==> src/rtl/uart_pkg.sv <==
// Shared UART definitions: register map, STATUS bit layout, receiver states
// and the baud divider arithmetic used by both the RX and TX paths.
package uart_pkg;

  localparam logic [1:0] REG_DATA   = 2'd0;
  localparam logic [1:0] REG_STATUS = 2'd1;

  localparam int STAT_NOT_EMPTY = 0;
  localparam int STAT_FULL      = 1;
  localparam int STAT_OVERRUN   = 2;
  localparam int STAT_FRAME_ERR = 3;
  localparam int STAT_COUNT_LSB = 4;

  typedef enum logic [2:0] {
    ST_IDLE,
    ST_START,
    ST_DATA,
    ST_STOP,
    ST_BREAK
  } rx_state_e;

  // Clock cycles per bit, truncated.
  function automatic int unsigned bit_cnt(input int unsigned clk_freq,
                                          input int unsigned baud_rate);
    return clk_freq / baud_rate;
  endfunction

  function automatic int unsigned half_cnt(input int unsigned clk_freq,
                                           input int unsigned baud_rate);
    return bit_cnt(clk_freq, baud_rate) / 2;
  endfunction

endpackage

==> src/rtl/uart_rx_fifo.sv <==
// Synchronous FIFO with the head entry visible combinationally; a push into a
// full FIFO succeeds only when a pop frees a slot in the same cycle.
module uart_rx_fifo #(
  parameter int DEPTH = 8,
  parameter int WIDTH = 8
) (
  input  logic                       clk,
  input  logic                       rst_n,
  input  logic                       push_i,
  input  logic [WIDTH-1:0]           din_i,
  input  logic                       pop_i,
  output logic [WIDTH-1:0]           head_o,
  output logic                       empty_o,
  output logic                       full_o,
  output logic [$clog2(DEPTH):0]     count_o,
  output logic                       drop_o
);
  localparam int AW = $clog2(DEPTH);

  logic [WIDTH-1:0] mem_q [DEPTH];
  logic [AW-1:0]    wr_ptr_q, rd_ptr_q;
  logic [AW:0]      count_q;
  logic             do_push, do_pop;

  assign empty_o = (count_q == '0);
  assign full_o  = (count_q == (AW+1)'(DEPTH));
  assign do_pop  = pop_i && !empty_o;
  assign do_push = push_i && (!full_o || do_pop);
  assign drop_o  = push_i && !do_push;
  assign count_o = count_q;
  assign head_o  = mem_q[rd_ptr_q];

  always_ff @(posedge clk or negedge rst_n) begin
    if (!rst_n) begin
      wr_ptr_q <= '0;
      rd_ptr_q <= '0;
      count_q  <= '0;
    end else begin
      if (do_push) wr_ptr_q <= wr_ptr_q + 1'b1;
      if (do_pop)  rd_ptr_q <= rd_ptr_q + 1'b1;
      if (do_push && !do_pop)      count_q <= count_q + 1'b1;
      else if (do_pop && !do_push) count_q <= count_q - 1'b1;
    end
  end

  // Storage carries no reset so it can map onto RAM primitives.
  always_ff @(posedge clk) begin
    if (do_push) mem_q[wr_ptr_q] <= din_i;
  end

endmodule

==> src/rtl/uart_rx_mmio.sv <==
// 8N1 UART receiver with mid-bit sampling, a receive FIFO and a small
// memory-mapped register slave (DATA pops, STATUS with W1C sticky errors).
module uart_rx_mmio
  import uart_pkg::*;
#(
  parameter int unsigned CLK_FREQ   = 50_000_000,
  parameter int unsigned BAUD_RATE  = 115200,
  parameter int unsigned FIFO_DEPTH = 8
) (
  input  logic        clk,
  input  logic        rst_n,
  input  logic        rx_pin,
  input  logic [31:0] bus_addr,
  input  logic        bus_ren,
  input  logic        bus_wen,
  input  logic [31:0] bus_wdata,
  output logic [31:0] mmio_rdata,
  output logic        rx_irq
);
  localparam int unsigned BIT_CNT  = bit_cnt(CLK_FREQ, BAUD_RATE);
  localparam int unsigned HALF_CNT = half_cnt(CLK_FREQ, BAUD_RATE);
  localparam int          CW       = $clog2(BIT_CNT);
  localparam int          CNT_W    = $clog2(FIFO_DEPTH) + 1;
  localparam logic [CW-1:0] BIT_M1  = CW'(BIT_CNT - 1);
  localparam logic [CW-1:0] HALF_M1 = CW'(HALF_CNT - 1);

  logic             sync1_q, sync2_q, rx_s;
  rx_state_e        state_q, state_d;
  logic [CW-1:0]    cnt_q, cnt_d;
  logic [2:0]       bit_idx_q, bit_idx_d;
  logic [7:0]       shift_q, shift_d;
  logic             push_q, push_d;
  logic             frame_set;
  logic             overrun_q, overrun_d, frame_err_q, frame_err_d;
  logic             irq_q;

  logic [1:0]       offset;
  logic             pop, w1c;
  logic [7:0]       fifo_head;
  logic             fifo_empty, fifo_full, fifo_drop;
  logic [CNT_W-1:0] fifo_count;
  logic [31:0]      count_ext, status;
  logic [3:0]       count4;
  logic             unused_ok;

  assign rx_s      = sync2_q;
  assign offset    = bus_addr[3:2];
  assign pop       = bus_ren && (offset == REG_DATA);
  assign w1c       = bus_wen && (offset == REG_STATUS);
  assign rx_irq    = irq_q;
  assign unused_ok = ^{bus_addr[31:4], bus_addr[1:0], bus_wdata[31:4], bus_wdata[1:0]};

  always_ff @(posedge clk or negedge rst_n) begin
    if (!rst_n) begin
      sync1_q     <= 1'b1;
      sync2_q     <= 1'b1;
      state_q     <= ST_IDLE;
      cnt_q       <= '0;
      bit_idx_q   <= '0;
      shift_q     <= '0;
      push_q      <= 1'b0;
      overrun_q   <= 1'b0;
      frame_err_q <= 1'b0;
      irq_q       <= 1'b0;
    end else begin
      sync1_q     <= rx_pin;
      sync2_q     <= sync1_q;
      state_q     <= state_d;
      cnt_q       <= cnt_d;
      bit_idx_q   <= bit_idx_d;
      shift_q     <= shift_d;
      push_q      <= push_d;
      overrun_q   <= overrun_d;
      frame_err_q <= frame_err_d;
      irq_q       <= !fifo_empty;
    end
  end

  always_comb begin
    state_d   = state_q;
    cnt_d     = cnt_q;
    bit_idx_d = bit_idx_q;
    shift_d   = shift_q;
    push_d    = 1'b0;
    frame_set = 1'b0;
    case (state_q)
      ST_IDLE: begin
        if (!rx_s) begin
          state_d = ST_START;
          cnt_d   = '0;
        end
      end
      ST_START: begin
        if (cnt_q == HALF_M1) begin
          cnt_d     = '0;
          bit_idx_d = '0;
          state_d   = rx_s ? ST_IDLE : ST_DATA;
        end else begin
          cnt_d = cnt_q + 1'b1;
        end
      end
      ST_DATA: begin
        if (cnt_q == BIT_M1) begin
          cnt_d     = '0;
          shift_d   = {rx_s, shift_q[7:1]};
          bit_idx_d = bit_idx_q + 1'b1;
          if (bit_idx_q == 3'd7) state_d = ST_STOP;
        end else begin
          cnt_d = cnt_q + 1'b1;
        end
      end
      ST_STOP: begin
        if (cnt_q == BIT_M1) begin
          cnt_d = '0;
          if (rx_s) begin
            push_d  = 1'b1;
            state_d = ST_IDLE;
          end else begin
            frame_set = 1'b1;
            state_d   = ST_BREAK;
          end
        end else begin
          cnt_d = cnt_q + 1'b1;
        end
      end
      // A line held low after a bad stop bit must not start a new frame.
      ST_BREAK: begin
        if (rx_s) state_d = ST_IDLE;
      end
      default: state_d = ST_IDLE;
    endcase
  end

  // Clear first so a same-cycle set wins.
  always_comb begin
    overrun_d   = overrun_q;
    frame_err_d = frame_err_q;
    if (w1c && bus_wdata[STAT_OVERRUN])   overrun_d   = 1'b0;
    if (w1c && bus_wdata[STAT_FRAME_ERR]) frame_err_d = 1'b0;
    if (fifo_drop) overrun_d   = 1'b1;
    if (frame_set) frame_err_d = 1'b1;
  end

  uart_rx_fifo #(
    .DEPTH (FIFO_DEPTH),
    .WIDTH (8)
  ) u_fifo (
    .clk     (clk),
    .rst_n   (rst_n),
    .push_i  (push_q),
    .din_i   (shift_q),
    .pop_i   (pop),
    .head_o  (fifo_head),
    .empty_o (fifo_empty),
    .full_o  (fifo_full),
    .count_o (fifo_count),
    .drop_o  (fifo_drop)
  );

  always_comb begin
    count_ext = 32'(fifo_count);
    count4    = (count_ext > 32'd15) ? 4'hF : count_ext[3:0];
    status    = '0;
    status[STAT_NOT_EMPTY]           = !fifo_empty;
    status[STAT_FULL]                = fifo_full;
    status[STAT_OVERRUN]             = overrun_q;
    status[STAT_FRAME_ERR]           = frame_err_q;
    status[STAT_COUNT_LSB +: 4]      = count4;
  end

  always_comb begin
    mmio_rdata = '0;
    case (offset)
      REG_DATA:   if (!fifo_empty) mmio_rdata = {24'b0, fifo_head};
      REG_STATUS: mmio_rdata = status;
      default:    mmio_rdata = '0;
    endcase
  end

endmodule

==> config.mk <==
export PLATFORM = sky130hd
export DESIGN_NAME = uart_rx_mmio
export DESIGN_NICKNAME = d
export VERILOG_FILES = /design/src/rtl/uart_pkg.sv /design/src/rtl/uart_rx_fifo.sv /design/src/rtl/uart_rx_mmio.sv
export SDC_FILE = /design/constraint.sdc
export NUM_CORES = 1
export LEC_CHECK = 0
export BUFFER_PORTS_ARGS = -buffer_cell sky130_fd_sc_hd__buf_2
export CORE_MARGIN = 1.5
export CORE_UTILIZATION = 50
export CTS_CLUSTER_SIZE = 12
export DETAILED_ROUTE_END_ITERATION = 7
export PLACE_DENSITY = 0.74
export SETUP_SLACK_MARGIN = 0.02
export SLEW_MARGIN = 10
export SYNTH_ARGS = -nofsm -noshare
export SYNTH_HDL_FRONTEND = slang
export SYNTH_HIERARCHICAL = 1
export SYNTH_SLANG_ARGS = --single-unit
==> constraint.sdc <==
create_clock -name clk -period 5.1 [get_ports clk]
set_clock_uncertainty 0.2 [all_clocks]
set_input_delay 1.02 -clock clk [delete_from_list [all_inputs] [get_ports clk]]
set_output_delay 1.02 -clock clk [all_outputs]
set_load 0.01 [all_outputs]
## Yosys cells after proc, flatten, opt, wreduce, memory -nomap -nowiden

Memory sizes are Yosys's and may differ from the RTL's.
Cells that the tools add are included.

| cells by class | value |
|---|---|
| add/subtract/negate cells | 6 |
| $mul | 0 |
| divide/modulo/power cells | 0 |
| $lt $le $gt $ge | 0 |
| eq/ne operators | 15 |
| shift operators | 0 |
| muxes and demuxes | 32 |
| bitwise logic cells | 0 |
| reductions and logical operators | 27 |

Operators with widths:

| operator | count |
|---|---|
| $pmux W32 S2 | 1 |
| $mux W3 | 9 |
| $mux W9 | 3 |
| $pmux W9 S3 | 1 |
| $pmux W3 S5 | 1 |
| $mux W1 | 12 |
| $ne A2 B2 Y1 const B | 6 |
| $add A3 B1 Y3 const B | 3 |
| $add A9 B1 Y9 const B | 1 |
| $eq A9 B8 Y1 const B | 1 |
| $eq A9 B9 Y1 const B | 1 |
| $logic_and A1 B1 Y1 | 9 |
| $mux W4 | 2 |
| $mux W8 | 1 |
| $reduce_bool A2 Y1 | 4 |
| $eq A3 B2 Y1 const B | 2 |
| $eq A3 B3 Y1 const B | 2 |
| $pmux W3 S2 | 1 |
| $reduce_and A6 Y1 | 1 |
| $add A4 B1 Y4 const B | 1 |
| $eq A4 B4 Y1 const B | 1 |
| $logic_not A1 Y1 | 4 |
| $logic_not A4 Y1 | 1 |
| $reduce_and A2 Y1 | 2 |
| other kinds (10) | 10 |

| word-level totals | value |
|---|---|
| bits in registers | 39 |
| latch bits | 0 |
| RAM bits | 64 |
| memory bits (read-only) | 0 |
| input port bits | 69 |
| output and inout bits | 33 |
| word-level logic and storage cells | 94 |
| memories | 1 |

Memories:

| name | words | bits a word | rd ports | clocked after Yosys merged registers in | write ports | line | RTL |
|---|---|---|---|---|---|---|---|
| u_fifo.mem_q | 8 | 8 | 1 | 0 | 1 | uart_rx_fifo.sv:20 | `logic [WIDTH-1:0] mem_q [DEPTH];` |

## Depth between registers and ports, before layout

Gate-level depths: netlist (run 1).

| logic depth | value |
|---|---|
| depth in word-level cells | 9 |
| mapped depth | 10 |
| depth with buffers taken out | 9 |

## By module

Netlist (run 1), hierarchy kept.

By module, submodules not included:

| module | instances | cells an instance | area an instance (um^2) |
|---|---|---|---|
| uart_rx_fifo | 1 | 158 | 3064.2 |
| uart_rx_mmio | 1 | 175 | 1664.1 |

## Least setup slack after synthesis (run 1)

Ideal clock, no wire load.

| timing | value |
|---|---|
| path type | input-to-reg |
| start point | in bus_addr[3] |
| end point | reg u_fifo.count_q[3] (netlist: u_fifo/count_o[3]) |
| arrival time | 3435 ps |
| required time | 4769 ps |
| path slack | 1334 ps |
| stages on the path | 9 |
| buffers on the path | 1 |
| cell sequence | clkbuf_1 nor3b_1 o41ai_2 ha_1 inv_1 ha_1 or4_1 o211ai_1 o211ai_1 |

| between the ends | value |
|---|---|
| word-level cells in the longest chain between the ends | 8 |
| elaborated cells on any way between the ends | 11 |
| classes of those cells | 1 x mux; 10 x reduce/logical |

Ends and longest elaborated chain:

| item | line | RTL |
|---|---|---|
| from (decl) | uart_rx_mmio.sv:13 | `input logic [31:0] bus_addr,` |
| $logic_not A2 Y1 (*) | uart_rx_mmio.sv:48 | `assign pop = bus_ren && (offset == REG_DATA);` |
| $logic_and A1 B1 Y1 (*) | uart_rx_mmio.sv:48 |  |
| via pop | uart_rx_mmio.sv:38 | `logic pop, w1c;` |
| $logic_and A1 B1 Y1 (*) | uart_rx_fifo.sv:27 | `assign do_pop = pop_i && !empty_o;` |
| $logic_or A1 B1 Y1 | uart_rx_fifo.sv:28 | `assign do_push = push_i && (!full_o \|\| do_pop);` |
| $logic_and A1 B1 Y1 | uart_rx_fifo.sv:28 |  |
| $logic_not A1 Y1 | uart_rx_fifo.sv:42 | `else if (do_pop && !do_push) count_q <= count_q - 1'b1;` |
| $logic_and A1 B1 Y1 | uart_rx_fifo.sv:42 |  |
| $reduce_bool A2 Y1 (no line) | -- |  |
| to (signal assigned) | uart_rx_fifo.sv:41 | `if (do_push && !do_pop) count_q <= count_q + 1'b1;` |
| to (signal assigned) | uart_rx_fifo.sv:42 |  |
| to (decl) | uart_rx_fifo.sv:22 | `logic [AW:0] count_q;` |

The timed path passes the listed nets; every way through them passes the cells marked *.
A chain may end at the register's enable or synchronous reset.

## Worst setup path after layout (run 1)

| timing | value |
|---|---|
| start point | reg u_fifo.rd_ptr_q[0] |
| end point | out mmio_rdata[2] |

| between the ends | value |
|---|---|
| word-level cells in the longest chain between the ends | 3 |

Ends and longest elaborated chain:

| item | line | RTL |
|---|---|---|
| from (decl) | uart_rx_fifo.sv:21 | `logic [AW-1:0] wr_ptr_q, rd_ptr_q;` |
| from (signal assigned) | uart_rx_fifo.sv:40 | `if (do_pop) rd_ptr_q <= rd_ptr_q + 1'b1;` |
| $mem_v2 Z8 W8 | -- |  |
| via fifo_head[2] | uart_rx_mmio.sv:39 | `logic [7:0] fifo_head;` |
| $mux W8 | uart_rx_mmio.sv:174 | `REG_DATA: if (!fifo_empty) mmio_rdata = {24'b0, fifo_head};` |
| $pmux W32 S2 | uart_rx_mmio.sv:173 | `case (offset)` |
| to (decl) | uart_rx_mmio.sv:17 | `output logic [31:0] mmio_rdata,` |

The timed path passes the listed nets, and every way through them passes these cells.

==> results of run 1 <==
[per-layer routing]
layer / track usage / part of all wire
met5: 0 / 0
met4: 0.05850 / 0.014
met3: 0.04596 / 0.034
met2: 0.2936 / 0.51
met1: 0.2388 / 0.44
[worst max-delay path: cells and delay by family (launching register included)]
| family | cells | cell delay (ns) |
|---|---|---|
| simple gates | 1 | 0.05 |
| buf+inv | 1 | 0.14 |
| compound gates | 1 | 0.15 |
| mux | 2 | 0.92 |
| flops | 1 | 1.06 |
[power breakdown]
part / internal [mW] / switching (mW)
clock network: 0.287 / 0.291
registers: 0.880 / 0.00112
logic: 0.00389 / 0.0193
[layout make-up]
class,instances,area [µm²]
Sequential cell,103,2900
Inverter,9,33.78
Clock buffer,9,123.9
Timing Repair Buffer,23,130.1
Tap cell,111,138.9
Clock inverter,7,111.4
Fill cell,714,4114
Multi-Input combinational cell,208,1644
[synth_stat cells (all sizes together), types with 2 or more instances]
| cell | n |
|---|---|
| clkbuf | 6 |
| a22oi | 7 |
| mux4 | 16 |
| nor3 | 11 |
| dfstp | 2 |
| edfxtp | 64 |
| nand4b | 3 |
| a21o | 3 |
| and2 | 2 |
| o22ai | 2 |
| dfrtp | 37 |
| nor2 | 21 |
| ha | 10 |
| a22o | 2 |
| o211ai | 6 |
| inv | 9 |
| mux2 | 19 |
| or4b | 2 |
| o21ai | 12 |
| a21oi | 6 |
| a31oi | 2 |
| nand2b | 2 |
| nand2 | 22 |
| nor2b | 2 |
| nor3b | 2 |
| xnor2 | 7 |
| buf | 30 |
| nor4 | 2 |
| nand3 | 7 |
[worst max-delay path by stage]
stage | start | end
6_report | u_fifo/rd_ptr_q[0] | mmio_rdata[2]
4_1_cts | u_fifo/rd_ptr_q[0] | mmio_rdata[1]
3_3_place_gp | bus_addr[3] | u_fifo/count_o[3]
3_5_place_dp | bus_addr[3] | u_fifo/count_o[3]
2_1_floorplan | bus_addr[3] | u_fifo/count_o[3]
5_1_grt | u_fifo/rd_ptr_q[0] | mmio_rdata[4]
[state kept, by name, summed over array words and instances, names as in the netlist]
signal           count
bit_idx_q            3
cnt_q                9
frame_err_q          1
overrun_q            1
push_q               1
rx_irq               1
rx_s                 1
shift_q              8
state_q              3
sync1_q              1
u_fifo/count_o       4
u_fifo/mem_q        64
u_fifo/rd_ptr_q      3
u_fifo/wr_ptr_q      3
[layout by cell type, fill, tap and decap left out, types with 7 or more instances in the layout]
master,n
ha_1,10
o21ai_0,11
nand2_1,22
a22oi_1,7
buf_2,17
conb_1,24
nand3_1,7
mux2_2,17
edfxtp_1,64
nor3_1,11
clkbuf_8,9
dfrtp_1,37
xnor2_1,7
nor2_1,21
mux4_2,16
inv_1,8
[kinds of logic after synthesis]
family / count (synthesis) / synth area share
compound gates: 47 / 0.07039
other cells: 1 / 0.0007931
simple gates: 82 / 0.08759
flops: 103 / 0.6134
xor+xnor: 8 / 0.01482
buf+inv: 45 / 0.05716
mux: 36 / 0.1252
fa+ha+maj: 11 / 0.03070
[metrics by stage]
| step | setup slack, ns | cells | utilization |
|---|---|---|---|
| 3_3_place_gp | 1.108 | 454 | 0.5271 |
| 5_1_grt | 0.8884 | 470 | 0.5527 |
| 3_5_place_dp | 1.043 | 454 | 0.5271 |
| 4_1_cts | 1.073 | 470 | 0.5527 |
| 6_report | 1.181 | 470 | 0.5527 |
| 2_1_floorplan | 1.334 | 356 | - |
==> key figures, run 1 <==
Yosys
  – Seq/Total Area, Yosys: 0.6134
  – Yosys reg bits: approximately 100
  – Yosys warnings: 6
  – Synth top area share: 0.4065
  – Avg Cell Area, Syn: 14.20 µm²
  – Post-Syn Area: 4728 µm²
  – Ys async rst share: 0.3786
  – Mapped Cells: 333
  – Post-synthesis cell type count: 52
  – Number of synthesized flops with an enable pin: 64
  – Biggest area consumer among synthesized cells: edfxtp_1
  – Main area contributors after synthesis: edfxtp_1 41%, dfrtp_1 20%, mux4_2 7.6%, mux2_2 4.0%, buf_4 3.8%
  – Ys flop type: edfxtp_1

Timing
  – Relative slew slack: 0.2904
  – Min cycle time layout: 3.919 ns
  – Achievable frequency: 0.2552 GHz
  – Hold Violations, Final: 0
  – Final setup TNS: 0 ns
  – Slew of the pin with the lowest slew margin: 1.064 ns
  – Setup violators final: 0
  – RSZ-0062 raised after global routing: no
  – WHS: ~0.15 ns
  – Fin. max-slew vios: 0
  – Crit share post-route: 0.7684

Worst setup path
  – Worst Path Arrival: 2.70 ns
  – WS Path Type: register to primary output
  – Crit start category: register
  – Crit-path slowest cell: dfrtp_1
  – Critical R2R Capture: u_fifo/count_o[3]
  – CP max FO: 17
  – Critical Path Max Stage Delay: 1.06 ns
  – Req. time, crit path: 3.88 ns
  – R2r startpoint: u_fifo/count_o[0]
  – Critical Path End Type: primary output
  – R2R Setup Slk: between 1.5 and 2 ns
  – Cell Chain, Critical Path: mux4_2, mux2_2, a22oi_1, nor2_1, buf_2
  – R2R cell count: 9

Floorplanning
  – Total die area: 10050 µm²
  – Die W: 100.2 µm
  – FP Rows: 35
  – Starting density of the core: 0.5141
  – I/O pin total: 102
  – Core area: between 9000 and 10000 µm²
  – Die height: 100.2 µm

Layout
  – Layout cells sized above 1: 0.2228
  – Layout Nets: 434
  – Design area: 5082 µm²
  – # diodes: 0
  – Layout area overhead: 7.489%

Global route
  – First-pass GRT wire length: 13520 µm
  – Vias in the first global route: 2603
  – Antenna violations before repair: 0
  – Largest net degree at the start of global routing: 40
  – Total GRT Usage: 0.1803
  – Remaining global-route overflow: 0

Worst hold path
  – Hold Path End: rx_s
  – Hold Path Depth: 0
  – Critical hold path startpoint: sync1_q
  – Hold/Removal Path Class: register to register

Route
  – DR vias: between 2000 and 3000
  – DRT Wirelength: 8456 µm
  – DR pass1 iterations: 4
  – ANT nets after route: 0
  – Drt initial violations: 127
  – Wire length per cell: 17.99 µm
  – Mean number of vias per cell: 5.743
  – DRC Markers: 0

Place
  – Post-DP HPWL: 5608 µm
  – Placed instance area: 4847 µm²
  – I/O Buffers: 17
  – GPL Wtd Cong: between 0.8 and 0.9

CTS
  – Clock Sink Count: 103
  – Hold-fix buffers at CTS: 0
  – CTS Buffer Depth: 2
  – CTS tree: yes
  – Clock latency on the worst-skew pair: 0.37 ns
  – Clk pin slew, worst setup/hold paths: 0.11 ns
  – Setup Fix Bufs, Post-CTS: 0
  – Clock root cell: clkbuf_8
  – Number of CTS-inserted buffers: 9
  – Post-CTS sizing: 0
  – H-Tree Depth: 3

Run
  – Max cap viols: 0

Power and ir drop
  – Power consumption: ~1.5 mW
  – PwrDens: around 300 nW/µm²
  – Pleak: between 2 and 2.5 nW
  – Peak VDD IR: 0.1621 mV

Outcome
  – Outcome: completed
(Power assumes the default switching activity.)
==> run 2, diff against run 1 <==
==> constraint.sdc (replaced) <==
create_clock -name clk -period 3.64 [get_ports clk]
set_clock_uncertainty 0.2 [all_clocks]
set_input_delay 0.728 -clock clk [delete_from_list [all_inputs] [get_ports clk]]
set_output_delay 0.728 -clock clk [all_outputs]
set_load 0.01 [all_outputs]
==> run 2 against run 1 <==
  * Non-clock buffer count is 4 higher
  * Final area barely moved
  * Sequential share of layout area is essentially flat
  * Sequential power up 40%
  * Total power grew 33%
  * Hold slack improved by 0.0046 ns
  * Highest routed layer unchanged
==> key figures, run 2 (same netlist as run 1, synthesis figures left out) <==
CTS
  – Post-CTS sizing: 0 (unchanged)
  – Setup Fix Bufs, Post-CTS: 0 (unchanged)
  – Clock latency on the worst-skew pair: 0.36 ns (about the same)
  – H-Tree Depth: 3 (unchanged)
  – Clock root cell: clkbuf_8
  – Clk pin slew, worst setup/hold paths: 0.09 ns (-0.02 ns)
  – CTS Buffer Depth: 2 (unchanged)
  – Number of CTS-inserted buffers: 9 (unchanged)
  – Hold-fix buffers at CTS: 0 (unchanged)
  – CTS tree: yes
  – Clock Sink Count: 103 (unchanged)

Route
  – Drt initial violations: 165 (+30%)
  – Wire length per cell: 17.94 µm (-0.29%)
  – Mean number of vias per cell: 5.593 (-2.6%)
  – DR vias: 2651 (-1.8%)
  – DRC Markers: 0 (unchanged)
  – DRT Wirelength: 8503 µm (+0.56%)
  – ANT nets after route: 0 (unchanged)
  – DR pass1 iterations: 5 (+1)

Timing
  – Relative slew slack: 0.4081 (+0.1176)
  – Achievable frequency: 0.3027 GHz
  – Fin. max-slew vios: 0 (unchanged)
  – RSZ-0062 raised after global routing: no
  – Hold Violations, Final: 0 (unchanged)
  – Slew of the pin with the lowest slew margin: 0.8879 ns (-0.1764 ns)
  – Final setup TNS: 0 ns (unchanged)
  – Min cycle time layout: 3.303 ns
  – Crit share post-route: 0.9075
  – Setup violators final: 0 (unchanged)

Global route
  – Antenna violations before repair: 0 (unchanged)
  – Vias in the first global route: 2554 (-1.9%)
  – Largest net degree at the start of global routing: 40 (unchanged)
  – Remaining global-route overflow: 0 (unchanged)
  – First-pass GRT wire length: 13300 µm (-1.6%)
  – Total GRT Usage: 0.1803 (about the same)

Worst setup path
  – CP max FO: 8 (-9)
  – R2R cell count: 9 (unchanged)
  – Req. time, crit path: 3.69 ns (-0.19 ns)
  – R2R Setup Slk: 0.34 ns (-1.41 ns)
  – Crit start category: register
  – CP Launch Point: u_fifo/count_o[0]
  – R2r startpoint: u_fifo/count_o[0]
  – WS Path Type: register to register
  – Critical Path End Type: register
  – Critical R2R Capture: u_fifo/count_o[3]
  – Worst Path Arrival: 3.35 ns (+0.65 ns)

Floorplanning
  – Core area: 9196 µm² (unchanged)
  – Die height: 100.2 µm (unchanged)
  – FP Rows: 35 (unchanged)
  – Die W: 100.2 µm (unchanged)
  – I/O pin total: 102 (unchanged)
  – Total die area: 10050 µm² (unchanged)
  – Starting density of the core: 0.5141 (unchanged)

Run
  – Max cap viols: 0 (unchanged)

Layout
  – # diodes: 0 (unchanged)
  – Fin cells: 474 (+0.85%)
  – Layout Nets: 438 (+0.92%)
  – Layout area overhead: 7.436% (about the same)
  – Layout cells sized above 1: 0.2287 (+0.005809)
  – Commonest non-fill, non-tap cell in the layout: edfxtp_1
  – Max reg flops: 64 (unchanged)
  – Most frequent cells in the layout: 64 x edfxtp_1, 37 x dfrtp_1, 24 x conb_1, 22 x nand2_1, 21 x nor2_1
  – Reg with most FFs: u_fifo/mem_q
  – Regs by FF count: u_fifo/mem_q: 64 flops, cnt_q: 9 flops, shift_q: 8 flops

Worst hold path
  – Hold/Removal Path Class: register to register
  – Hold Path Depth: 0 (unchanged)
  – Critical hold path startpoint: sync1_q
  – Hold Path End: rx_s

Place
  – I/O Buffers: 17 (unchanged)
  – Post-DP HPWL: 5788 µm (+3.2%)
  – Cell count after placement: 458 (+0.88%)
  – GPL Wtd Cong: 0.8075 (-6.3%)

Power and ir drop
  – Peak VDD IR: 0.1907 mV (+18%)
  – PwrDens: 387.0 nW/µm² (+33%)
  – Pleak: 2.177 nW (+0.43%)

Outcome
  – Outcome: completed
## run 2: cell types whose count changed in the layout (fill, tap and decap cells not counted)
| cell | change |
|---|---|
| clkbuf_8 | +2 |
| clkinv_2 | +1 |
| clkbuf_16 | +1 |
| clkbuf_1 | +1 |
| clkinv_8 | -1 |
| buf_4 | +4 |
| inv_6 | -2 |
| bufinv_16 | -2 |
## run 2: worst max-delay path by stage
stage                         to  slack (ns)  depth (start not counted)
2_1_floorplan  u_fifo/count_o[3]        0.17                          9
3_3_place_gp   u_fifo/count_o[3]        0.39                          9
3_5_place_dp   u_fifo/count_o[3]        0.32                          9
4_1_cts        u_fifo/count_o[3]        0.32                          9
5_1_grt        u_fifo/count_o[3]        0.15                          9
6_report       u_fifo/count_o[3]        0.34                          9
## run 2: cell type report
cell class	instances	area, µm²
Clock inverter	3	22.52
Tap cell	111	138.9
Fill cell	740	4116
Sequential cell	103	2900
Clock buffer	13	180.2
Multi-Input combinational cell	208	1644
Inverter	9	33.78
Timing Repair Buffer	27	160.2
## run 2: stage by stage
step | cell area, µm² | hold WS (ns) | utilization | power [mW] | worst slack [ns]
after global placement | 4877 | 0.1471 | 0.5303 | 1.291 | 0.3876
final | 5080 | 0.1584 | 0.5524 | 1.966 | 0.3367
after CTS | 5080 | 0.1587 | 0.5524 | 1.989 | 0.3230
after global routing | 5080 | 0.1727 | 0.5524 | 2.030 | 0.1467
after detailed placement | 4877 | 0.1468 | 0.5303 | 1.293 | 0.3225
after floorplan | 4815 | 0.1452 | - | 1.296 | 0.1658
## run 2: critical path, cell delays in order (launching register included)
cell and delay [ns]:
dfrtp_1 0.51, or4b_1 0.68, o21ai_4 0.30, inv_2 0.05, ha_1 0.25, inv_1 0.15
ha_1 0.31, or4_1 0.54, o211ai_1 0.10, o211ai_1 0.09
## run 2: per-layer routing
metal	GRT usage	routed length [µm]
met1	0.2272	3466
met3	0.04387	354
met5	0	0
met2	0.3150	4592
met4	0.04442	90
## run 2: power by group
group,internal (mW),switching [mW],total (mW)
registers,1.23,0.00157,1.23
clock network,0.331,0.368,0.699
logic,0.00596,0.0270,0.0329
total,1.57,0.397,1.97
==> run 3, diff against run 2 <==
--- a/config.mk
+++ b/config.mk
@@ -8,10 +8,11 @@
 export BUFFER_PORTS_ARGS = -buffer_cell sky130_fd_sc_hd__buf_2
 export CORE_MARGIN = 1.5
 export CORE_UTILIZATION = 50
+export CTS_BUF_LIST = sky130_fd_sc_hd__clkbuf_4 sky130_fd_sc_hd__clkbuf_8
 export CTS_CLUSTER_SIZE = 12
 export DETAILED_ROUTE_END_ITERATION = 7
 export PLACE_DENSITY = 0.74
-export SETUP_SLACK_MARGIN = 0.02
+export SETUP_SLACK_MARGIN = 0.4
 export SLEW_MARGIN = 10
 export SYNTH_ARGS = -nofsm -noshare
 export SYNTH_HDL_FRONTEND = slang
==> run 3 against run 2 <==
  * Sequential share of layout area is 0.54 points lower
  * Via count rose by 0.68%
  * Combinational power grew 4%
  * Clock-buffer cell count decreased by 1
  * Maximum frequency is 6.1% higher
  * Largest power group unchanged
  * Critical path type is now register to primary output
  * Final area up 1.1%
  * Critical path depth down 3
  * Global-route usage is 0.12 points higher
  * First-iteration DRC count decreased by 20%
  * Total power increased by 2.0%
  * Utilization is 0.60 points higher
==> key figures, run 3 (same netlist as run 1, synthesis figures left out) <==
Run
  – Max cap viols: 0 (unchanged)

CTS
  – CTS tree: yes
  – Clk pin slew, worst setup/hold paths: 0.09 ns (about the same)
  – Clock Sink Count: 103 (unchanged)
  – Clock latency on the worst-skew pair: 0.37 ns (about the same)
  – CTS Buffer Depth: 2 (unchanged)
  – Clock root cell: clkbuf_8
  – H-Tree Depth: 3 (unchanged)
  – Number of CTS-inserted buffers: 9 (unchanged)
  – Hold-fix buffers at CTS: 0 (unchanged)

Timing
  – WHS: 0.1589 ns (+0.0005760 ns)
  – Relative slew slack: 0.3893 (-0.01876)
  – Final setup TNS: 0 ns (unchanged)
  – RSZ-0062 raised after global routing: no
  – Fin. max-slew vios: 0 (unchanged)
  – Crit share post-route: 0.8552 (-0.05232)
  – Hold Violations, Final: 0 (unchanged)
  – Min cycle time layout: 3.113 ns (-0.1904 ns)
  – Achievable frequency: 0.3213 GHz (+6.1%)
  – Setup violators final: 0 (unchanged)
  – Slew of the pin with the lowest slew margin: 0.9161 ns (+0.02814 ns)

Worst setup path
  – CP Launch Point: u_fifo/rd_ptr_q[0]
  – Req. time, crit path: 2.71 ns (-0.98 ns)
  – Cell Chain, Critical Path: buf_8, mux4_2, mux2_2, a22oi_1, nor2_1, buf_2
  – WS Path Type: register to primary output
  – R2R Setup Slk: 0.58 ns (+0.24 ns)
  – Count of buffer and inverter cells on the critical path: 2 (unchanged)
  – Crit-path slowest cell: mux4_2
  – WP depth: 6 (-3)
  – Crit path max-delay family: multiplexers
  – Worst Path Arrival: 2.18 ns (-1.17 ns)
  – Critical Path Max Stage Delay: 0.53 ns (-0.15 ns)
  – R2r startpoint: u_fifo/count_o[1]
  – Critical Path End Type: primary output
  – Crit start category: register
  – R2R cell count: 9 (unchanged)
  – CP max FO: 18 (+10)
  – Crit path capture: mmio_rdata[1]
  – Critical R2R Capture: u_fifo/count_o[3]

Place
  – I/O Buffers: 17 (unchanged)
  – GPL Wtd Cong: 0.8391 (+3.9%)
  – Cell count after placement: 459 (+0.22%)
  – Post-DP HPWL: 5588 µm (-3.5%)

Floorplanning
  – Starting density of the core: 0.5141 (unchanged)
  – Die height: 100.2 µm (unchanged)
  – I/O pin total: 102 (unchanged)
  – Core area: 9196 µm² (unchanged)
  – FP Rows: 35 (unchanged)
  – Die W: 100.2 µm (unchanged)
  – Total die area: 10050 µm² (unchanged)

Route
  – Wire length per cell: 17.53 µm (-2.3%)
  – DR vias: 2669 (+0.68%)
  – DRC Markers: 0 (unchanged)
  – DR pass1 iterations: 4 (-1)
  – DRT Wirelength: 8343 µm (-1.9%)
  – Mean number of vias per cell: 5.607 (+0.26%)
  – Drt initial violations: 132 (-20%)
  – ANT nets after route: 0 (unchanged)

Global route
  – Total GRT Usage: 0.1815 (+0.001189)
  – Vias in the first global route: 2645 (+3.6%)
  – Remaining global-route overflow: 0 (unchanged)
  – First-pass GRT wire length: 13300 µm (about the same)
  – Antenna violations before repair: 0 (unchanged)
  – Largest net degree at the start of global routing: 40 (unchanged)

Power and ir drop
  – Switching part of the total: 0.2006 (-0.001162)
  – Combinational Power Share: 0.017 (about the same)
  – Int Pwr: 1.603 mW (+2.2%)
  – Seq pwr share: 0.615 (-0.013)
  – Pleak: 2.195 nW (+0.87%)
  – Peak VDD IR: 0.2067 mV (+8.4%)
  – PwrDens: 390.6 nW/µm² (+0.93%)
  – Power share of the clock group: 0.368 (+0.012)
  – Switch Pwr: 0.4022 mW (+1.4%)

Layout
  – Layout Nets: 440 (+0.46%)
  – Layout cells sized above 1: 0.2521 (+0.02340)
  – Layout area overhead: 8.600%
  – Reg with most FFs: u_fifo/mem_q
  – Post-Route Utilization: 0.5584 (+0.005986)
  – Commonest non-fill, non-tap cell in the layout: edfxtp_1
  – Fin cells: 476 (+0.42%)
  – Max reg flops: 64 (unchanged)
  – Regs by FF count: u_fifo/mem_q: 64 flops, cnt_q: 9 flops, shift_q: 8 flops
  – # diodes: 0 (unchanged)
  – Most frequent cells in the layout: 64 x edfxtp_1, 34 x dfrtp_1, 24 x conb_1, 22 x nand2_1, 21 x nor2_1

Outcome
  – Outcome: completed

Worst hold path
  – Hold/Removal Path Class: register to register
  – Hold Path Depth: 0 (unchanged)
run 3: layout make-up:
class	instances	area, µm²
timing repair buffer	29	182.7
multi-input combinational	208	1664
clock inverter	4	52.55
sequential	103	2904
inverter	9	33.78
clock buffer	12	158.9
tap	111	138.9
fill	746	4061
run 3: power groups by stage:
stage | sequential (mW) | combinational [mW] | clock [mW]
after floorplan | 1.26 | 0.0371 | 0
after global placement | 1.26 | 0.0332 | 0
after detailed placement | 1.26 | 0.0341 | 0
after CTS | 1.23 | 0.0341 | 0.761
after global routing | 1.23 | 0.0391 | 0.802
final | 1.23 | 0.0342 | 0.738
run 3: timing repair:
action                                  CTS  global route
buffers inserted                          1             0
pin swaps                                 1             0
resized for setup                         1             7
endpoints found under the setup margin    5             8
run 3: routing by layer:
metal | share of wire | routed length (µm) | global-route usage
met1 | 0.42 | 3521 | 0.2247
met2 | 0.53 | 4442 | 0.3051
met3 | 0.036 | 301 | 0.04526
met4 | 0.0093 | 78 | 0.07692
met5 | 0 | 0 | 0
run 3: stage by stage:
| stage | power (mW) | worst slack (ns) | instance area (µm²) |
|---|---|---|---|
| final | 2.006 | 0.5272 | 5135 |
| after global routing | 2.075 | 0.4106 | 5135 |
| after CTS | 2.029 | 0.4010 | 5110 |
| after detailed placement | 1.293 | 0.1881 | 4890 |
| after global placement | 1.292 | 0.2567 | 4890 |
| after floorplan | 1.296 | 0.4430 | 4820 |
run 3: how the worst min path moves through the flow:
stage / slack (ns) / from / end
3_3_place_gp: 0.15 / sync1_q / rx_s
5_1_grt: 0.17 / sync1_q / rx_s
6_report: 0.16 / sync1_q / rx_s
3_5_place_dp: 0.15 / sync1_q / rx_s
2_1_floorplan: 0.15 / sync1_q / rx_s
4_1_cts: 0.16 / sync1_q / rx_s
